<file path="src/rtl/noc_pkg.sv">
// Shared definitions for the page-rank NoC fetch path: packet field positions,
// page id width, fetch FSM states and the request packing helper.
package noc_pkg;

  localparam int PAGE_ID_W   = 6;
  localparam int REQ_W       = 7;
  localparam int REQ_VLD     = 6;
  localparam int REQ_ID_MSB  = 5;
  localparam int RSP_VLD     = 0;
  localparam int RSP_ID_LSB  = 1;
  localparam int RSP_VAL_LSB = 7;

  typedef enum logic [1:0] {
    ST_IDLE    = 2'd0,
    ST_COLLECT = 2'd1,
    ST_DRAIN   = 2'd2,
    ST_DONE    = 2'd3
  } fetch_state_e;

  function automatic logic [REQ_W-1:0] pack_req(input logic [PAGE_ID_W-1:0] id);
    logic [REQ_W-1:0] r;
    r                          = '0;
    r[REQ_VLD]                 = 1'b1;
    r[REQ_ID_MSB -: PAGE_ID_W] = id;
    return r;
  endfunction

endpackage

</file>
<file path="src/rtl/fetch_scoreboard.sv">
// Outstanding-fetch table: allocation, response matching, per-entry timeout
// and retry bookkeeping, with lowest-index priority everywhere.
module fetch_scoreboard
  import noc_pkg::*;
#(
  parameter int MAX_OUT   = 4,
  parameter int MAX_WAIT  = 31,
  parameter int MAX_RETRY = 3
) (
  input  logic                 clk,
  input  logic                 reset,
  input  logic                 alloc,
  input  logic [PAGE_ID_W-1:0] alloc_id,
  input  logic                 rsp_vld,
  input  logic [PAGE_ID_W-1:0] rsp_id,
  output logic                 free_any,
  output logic                 due_any,
  output logic [PAGE_ID_W-1:0] due_id,
  output logic                 hit,
  output logic                 abandon,
  output logic                 any_busy
);

  localparam int WAIT_W  = $clog2(MAX_WAIT + 1);
  localparam int RETRY_W = $clog2(MAX_RETRY + 1);
  localparam logic [WAIT_W-1:0]  WAIT_MAX  = WAIT_W'(MAX_WAIT);
  localparam logic [RETRY_W-1:0] RETRY_MAX = RETRY_W'(MAX_RETRY);

  logic [MAX_OUT-1:0]   busy_r;
  logic [PAGE_ID_W-1:0] id_r    [MAX_OUT];
  logic [WAIT_W-1:0]    wait_r  [MAX_OUT];
  logic [RETRY_W-1:0]   retry_r [MAX_OUT];

  logic [MAX_OUT-1:0]   match_s;
  logic [MAX_OUT-1:0]   alloc_s;
  logic [MAX_OUT-1:0]   retry_s;
  logic [MAX_OUT-1:0]   abandon_s;
  logic [PAGE_ID_W-1:0] due_id_s;
  logic                 hit_s;
  logic                 got_free_s;
  logic                 due_s;

  // Lowest-index pick of the matching, free and retry-due entries
  always_comb begin
    match_s    = '0;
    alloc_s    = '0;
    retry_s    = '0;
    abandon_s  = '0;
    due_id_s   = '0;
    hit_s      = 1'b0;
    got_free_s = 1'b0;
    due_s      = 1'b0;
    for (int i = 0; i < MAX_OUT; i++) begin
      if (busy_r[i] && rsp_vld && (id_r[i] == rsp_id) && !hit_s) begin
        match_s[i] = 1'b1;
        hit_s      = 1'b1;
      end else begin
        match_s[i] = 1'b0;
      end
    end
    for (int i = 0; i < MAX_OUT; i++) begin
      if (!busy_r[i] && alloc && !got_free_s) begin
        alloc_s[i] = 1'b1;
        got_free_s = 1'b1;
      end else begin
        alloc_s[i] = 1'b0;
      end
    end
    // A response landing on the timeout cycle wins over retry and abandon
    for (int i = 0; i < MAX_OUT; i++) begin
      if (busy_r[i] && (wait_r[i] == WAIT_MAX) && !match_s[i]) begin
        if (retry_r[i] != RETRY_MAX) begin
          if (!due_s) begin
            retry_s[i] = 1'b1;
            due_s      = 1'b1;
            due_id_s   = id_r[i];
          end else begin
            retry_s[i] = 1'b0;
          end
        end else begin
          abandon_s[i] = 1'b1;
        end
      end else begin
        retry_s[i]   = 1'b0;
        abandon_s[i] = 1'b0;
      end
    end
  end

  // Entry update: allocate, free on match or abandon, re-arm on retry, else age
  always_ff @(posedge clk) begin
    if (reset) begin
      busy_r <= '0;
      for (int i = 0; i < MAX_OUT; i++) begin
        id_r[i]    <= '0;
        wait_r[i]  <= '0;
        retry_r[i] <= '0;
      end
    end else begin
      for (int i = 0; i < MAX_OUT; i++) begin
        if (alloc_s[i]) begin
          busy_r[i]  <= 1'b1;
          id_r[i]    <= alloc_id;
          wait_r[i]  <= '0;
          retry_r[i] <= '0;
        end else if (match_s[i] || abandon_s[i]) begin
          busy_r[i] <= 1'b0;
        end else if (retry_s[i]) begin
          wait_r[i]  <= '0;
          retry_r[i] <= retry_r[i] + 1'b1;
        end else if (busy_r[i] && (wait_r[i] != WAIT_MAX)) begin
          wait_r[i] <= wait_r[i] + 1'b1;
        end
      end
    end
  end

  assign free_any = ~&busy_r;
  assign due_any  = due_s;
  assign due_id   = due_id_s;
  assign hit      = hit_s;
  assign abandon  = |abandon_s;
  assign any_busy = |busy_r;

endmodule

</file>
<file path="src/rtl/noc_fetch_ctrl.sv">
// Per-engine fetch controller: accepts page ids, issues NoC requests with
// retry, sums matched replies with saturation and reports one result per batch.
module noc_fetch_ctrl
  import noc_pkg::*;
#(
  parameter int DATA_W    = 16,
  parameter int SUM_W     = 24,
  parameter int MAX_OUT   = 4,
  parameter int MAX_WAIT  = 31,
  parameter int MAX_RETRY = 3
) (
  input  logic                 clk,
  input  logic                 reset,
  input  logic                 cmd_valid,
  output logic                 cmd_ready,
  input  logic [PAGE_ID_W-1:0] cmd_page_id,
  input  logic                 cmd_last,
  output logic [REQ_W-1:0]     request,
  input  logic [DATA_W+6:0]    response,
  output logic                 sum_valid,
  output logic [SUM_W-1:0]     sum,
  output logic                 sum_err
);

  fetch_state_e         state_r;
  fetch_state_e         state_s;
  logic [REQ_W-1:0]     request_r;
  logic [SUM_W-1:0]     sum_r;
  logic                 sum_err_r;
  logic                 sum_valid_r;

  logic                 open_s;
  logic                 accept_s;
  logic                 free_any_s;
  logic                 due_any_s;
  logic [PAGE_ID_W-1:0] due_id_s;
  logic                 hit_s;
  logic                 abandon_s;
  logic                 any_busy_s;
  logic [DATA_W-1:0]    rsp_val_s;
  logic [SUM_W:0]       sum_ext_s;
  logic [SUM_W-1:0]     sum_sat_s;

  assign rsp_val_s = response[RSP_VAL_LSB +: DATA_W];

  fetch_scoreboard #(
    .MAX_OUT   (MAX_OUT),
    .MAX_WAIT  (MAX_WAIT),
    .MAX_RETRY (MAX_RETRY)
  ) u_scoreboard (
    .clk      (clk),
    .reset    (reset),
    .alloc    (accept_s),
    .alloc_id (cmd_page_id),
    .rsp_vld  (response[RSP_VLD]),
    .rsp_id   (response[RSP_ID_LSB +: PAGE_ID_W]),
    .free_any (free_any_s),
    .due_any  (due_any_s),
    .due_id   (due_id_s),
    .hit      (hit_s),
    .abandon  (abandon_s),
    .any_busy (any_busy_s)
  );

  // A due retry owns the request slot, so intake stalls that cycle
  assign open_s    = (state_r == ST_IDLE) || (state_r == ST_COLLECT);
  assign cmd_ready = !reset && open_s && free_any_s && !due_any_s;
  assign accept_s  = cmd_valid && cmd_ready;

  assign sum_ext_s = {1'b0, sum_r} + {{(SUM_W + 1 - DATA_W){1'b0}}, rsp_val_s};
  assign sum_sat_s = sum_ext_s[SUM_W] ? {SUM_W{1'b1}} : sum_ext_s[SUM_W-1:0];

  // Batch FSM next-state
  always_comb begin
    state_s = state_r;
    case (state_r)
      ST_IDLE, ST_COLLECT: begin
        if (accept_s && cmd_last) begin
          state_s = ST_DRAIN;
        end else if (accept_s) begin
          state_s = ST_COLLECT;
        end else begin
          state_s = state_r;
        end
      end
      ST_DRAIN: begin
        if (!any_busy_s) begin
          state_s = ST_DONE;
        end else begin
          state_s = ST_DRAIN;
        end
      end
      ST_DONE: state_s = ST_IDLE;
      default: state_s = ST_IDLE;
    endcase
  end

  // State, request register, accumulator and batch status
  always_ff @(posedge clk) begin
    if (reset) begin
      state_r     <= ST_IDLE;
      request_r   <= '0;
      sum_r       <= '0;
      sum_err_r   <= 1'b0;
      sum_valid_r <= 1'b0;
    end else begin
      state_r     <= state_s;
      sum_valid_r <= (state_s == ST_DONE);
      if (due_any_s) begin
        request_r <= pack_req(due_id_s);
      end else if (accept_s) begin
        request_r <= pack_req(cmd_page_id);
      end else begin
        request_r <= '0;
      end
      if (accept_s && (state_r == ST_IDLE)) begin
        sum_r     <= '0;
        sum_err_r <= 1'b0;
      end else begin
        if (hit_s) begin
          sum_r <= sum_sat_s;
        end
        if (abandon_s) begin
          sum_err_r <= 1'b1;
        end
      end
    end
  end

  assign request   = request_r;
  assign sum       = sum_r;
  assign sum_err   = sum_err_r;
  assign sum_valid = sum_valid_r;

endmodule

</file>
<file path="config.mk">
export PLATFORM = sky130hd
export DESIGN_NAME = noc_fetch_ctrl
export DESIGN_NICKNAME = d
export VERILOG_FILES = /design/src/rtl/noc_pkg.sv /design/src/rtl/fetch_scoreboard.sv /design/src/rtl/noc_fetch_ctrl.sv
export SDC_FILE = /design/constraint.sdc
export NUM_CORES = 1
export LEC_CHECK = 0
export CORE_ASPECT_RATIO = 0.7
export CORE_MARGIN = 2
export CORE_UTILIZATION = 56
export DETAILED_ROUTE_END_ITERATION = 7
export GPL_ROUTABILITY_DRIVEN = 0
export PLACE_DENSITY = 0.87
export SYNTH_ARGS = -nofsm -noshare
export SYNTH_HDL_FRONTEND = slang
export SYNTH_SLANG_ARGS = --single-unit
</file>
<file path="constraint.sdc">
create_clock -name clk -period 4.1 [get_ports clk]
set_input_delay 0.82 -clock clk [delete_from_list [all_inputs] [get_ports clk]]
set_output_delay 0.82 -clock clk [all_outputs]
set_load 0.05 [all_outputs]
</file>
==> out/metrics.cfg <==
[place]
hpwl_mm=9.49
port_buffers=66

[clock_tree]
clkSinkCount=91
clkTransAtPathRegs_ns=0.06
clkLatencyLatePin_ns=0.35
numCtsBuffers=9
cts_tree=built
clock_path_buffers=2
clockRootBuffer=clkbuf_16
htree_levels=3
postCtsHoldBufs=0

[run]
cap_violations=0

[yosys]
yosysUniqueCellTypes=61
ys_seq_elements=91
ys_seq_area_share_pct=46.3
synth_common_cells=61 x nor2_1, 52 x edfxtp_1, 39 x dfxtp_1
yosysTopAreaCell=edfxtp_1
synth_ff_type=edfxtp_1
synthesis.instances=494
async_flop_share_pct=0
syn-cell-area_mm2=0.00505
synth.most_common_cell=nor2_1
syn_area_per_cell_um2=10.2
syn_nets=556
yosysWarnings=0
synthTopCellsByArea=edfxtp_1 31%, dfxtp_1 15%, ha_1 6.9%
synth-edff-count=52
synth.top_cell.area_share_pct=30.9

[setup_path]
crit_family=simple AND/OR/NAND/NOR gates
worst_path_max_delay_cell=or4_1
critPathArrivalTime_ns=3.17
worstSetupPathType=input port to output pin
cpPeakStageDelay_ns=0.55
crit_required_ns=3.28
crit_buf_inv=3
start_kind=input port
crit_fanout=3
cp-end-kind=output pin
crit_path_cell_trace=clkdlybuf4s50_1 -> xor2_1 -> or4_1 -> nor2_2 -> a31oi_1 -> or3_1 -> nor3b_2 -> buf_4 -> buf_12

[floorplanning]
io_pins=67
fp.dieArea_mm2=0.00981
die_h_um=83.5
start_util_pct=58.7
die_w_um=118
core_mm2=0.00862
rows=28

[cells_and_area]
multi_input_area_mm2=0.00263
regArea_mm2=0.00234
nets=651
nFillCells=621
antennaDiodeCount=0
syn_to_final_growth_pct=25.7
layout-drive-gt1-share_pct=10.4

[timing]
rsz0062_at_grt=false
final.setup.tns_ns=0
hold_viol=0
drv_slew=0
relSlewSlack_pct=57.9
fin_skew_ns=0.00929
max_freq_mhz=251
setup_viol=0
min_period_ns=3.99
tightest_slew_ns=0.615
fin_crit_sh_pct=97.3

[global_route]
grt_overflow=0
antenna_found_initial=0
grt_pass1_wl_mm=20.5
grt_max_degree=34
grt_use_total_pct=26.3
grt_pass1_vias=4225

[detailed_routing]
first_iter_violations=433
dr.pass1.iters=5
wire_per_inst_um=17.9
route.detailed.drc=0
drtAntennaViolNets=0
vias=4282
via_per_inst=6.00
routed_wirelength_mm=12.8

[pwr]
p_per_area_mw_per_mm2=328
finalPower_w=0.00208
ir_worst_vdd_mv=0.253
power_leakage_nw=2.51

[outcome]
status=completed

[min_path]
worstHoldPathType=flop to flop

layer usage:
| layer | up-vias | share of wire [%] | GRT usage, % |
|---|---|---|---|
| li1 | 2030 | - | - |
| met1 | 2055 | 46 | 37.0 |
| met2 | 175 | 44 | 40.7 |
| met3 | 22 | 7.8 | 6.28 |
| met4 | 0 | 1.6 | 8.11 |
| met5 | - | 0 | 0 |
registers in the layout (all words and copies together) (netlist names):
register / count
u_scoreboard.retry_r: 8
sum: 24
sum_err: 1
sum_valid: 1
u_scoreboard.busy_r: 4
state_r: 2
request: 7
u_scoreboard.id_r: 24
u_scoreboard.wait_r: 20
layout by cell type (no fill, tap or decap), drive strengths merged, types with 14 or more instances in the layout:
cell type	instances
nor2	61
xor2	23
nor3	15
o22ai	14
edfxtp	52
dfxtp	39
ha	28
clkdlybuf4s50	64
a21oi	16
buf	30
xnor2	22
nand2	27
and2	34
through the flow:
step	setup slack (ns)	instances	instance area, um2	utilization (%)	hold slack, ns
finish	0.112	714	6350	73.7	0.509
global route	0.0172	714	6350	73.7	0.549
CTS	0.0542	714	6320	73.4	0.533
detailed placement	-0.0580	697	6020	69.9	0.516
global placement	0.0591	697	6020	69.9	0.491
floorplan	0.165	494	5050	-	0.481
final cells by class:
class | count | area share, %
clock buffers | 9 | 3.55
clock inverters | 7 | 1.04
repair buffers | 95 | 14.0
well taps | 120 | 2.36
inverters | 12 | 0.709
multi-input cells | 380 | 41.4
flip-flops and latches | 91 | 36.9
kinds of logic (layout without fill, tap and decap cells):
family          after synthesis  after routing  synth area share (%)
mux                           1              1                 0.198
fa+ha+maj                    29             29                  7.33
compound gates               91             91                  13.0
buf+inv                      23            123                  2.10
flops                        91             91                  46.3
simple gates                214            214                  23.2
xor+xnor                     45             45                  7.80
final timing paths:
kind	start	to	slack [ns]	cells after the start
max reg2reg	u_scoreboard.id_r[0][16]$_SDFFCE_PN0P_	u_scoreboard.wait_r[0][2]$_SDFFCE_PN0P_	0.82	8
max	response[4]	cmd_ready	0.11	9
min	sum_err$_SDFFE_PP0P_	sum_err$_SDFFE_PP0P_	0.51	2
min reg2reg	sum_err$_SDFFE_PP0P_	sum_err$_SDFFE_PP0P_	0.51	2
power by group:
part	total, W	internal (W)	leakage (nW)	switching, W
logic	0.000227	0.000102	1.52	0.000125
clock network	0.000816	0.000469	0.139	0.000347
registers	0.00104	0.00101	0.858	0.0000328
worst reg2reg max path, delay by kind of cell (launching register included):
family,cells,cell delay (ns)
XOR/XNOR,1,0.16
AND/OR/NAND/NOR,5,1.57
flip-flops,1,0.44
AO/OA/AOI/OAI,2,0.82
timing repair:
item / in CTS / in global routing
resized for setup: 0 / 6
setup endpoints to repair: 1 / 1
pin swaps: 1 / 1
buffers inserted: 1 / 0
No activity file was read; power rests on OpenSTA's default activity.
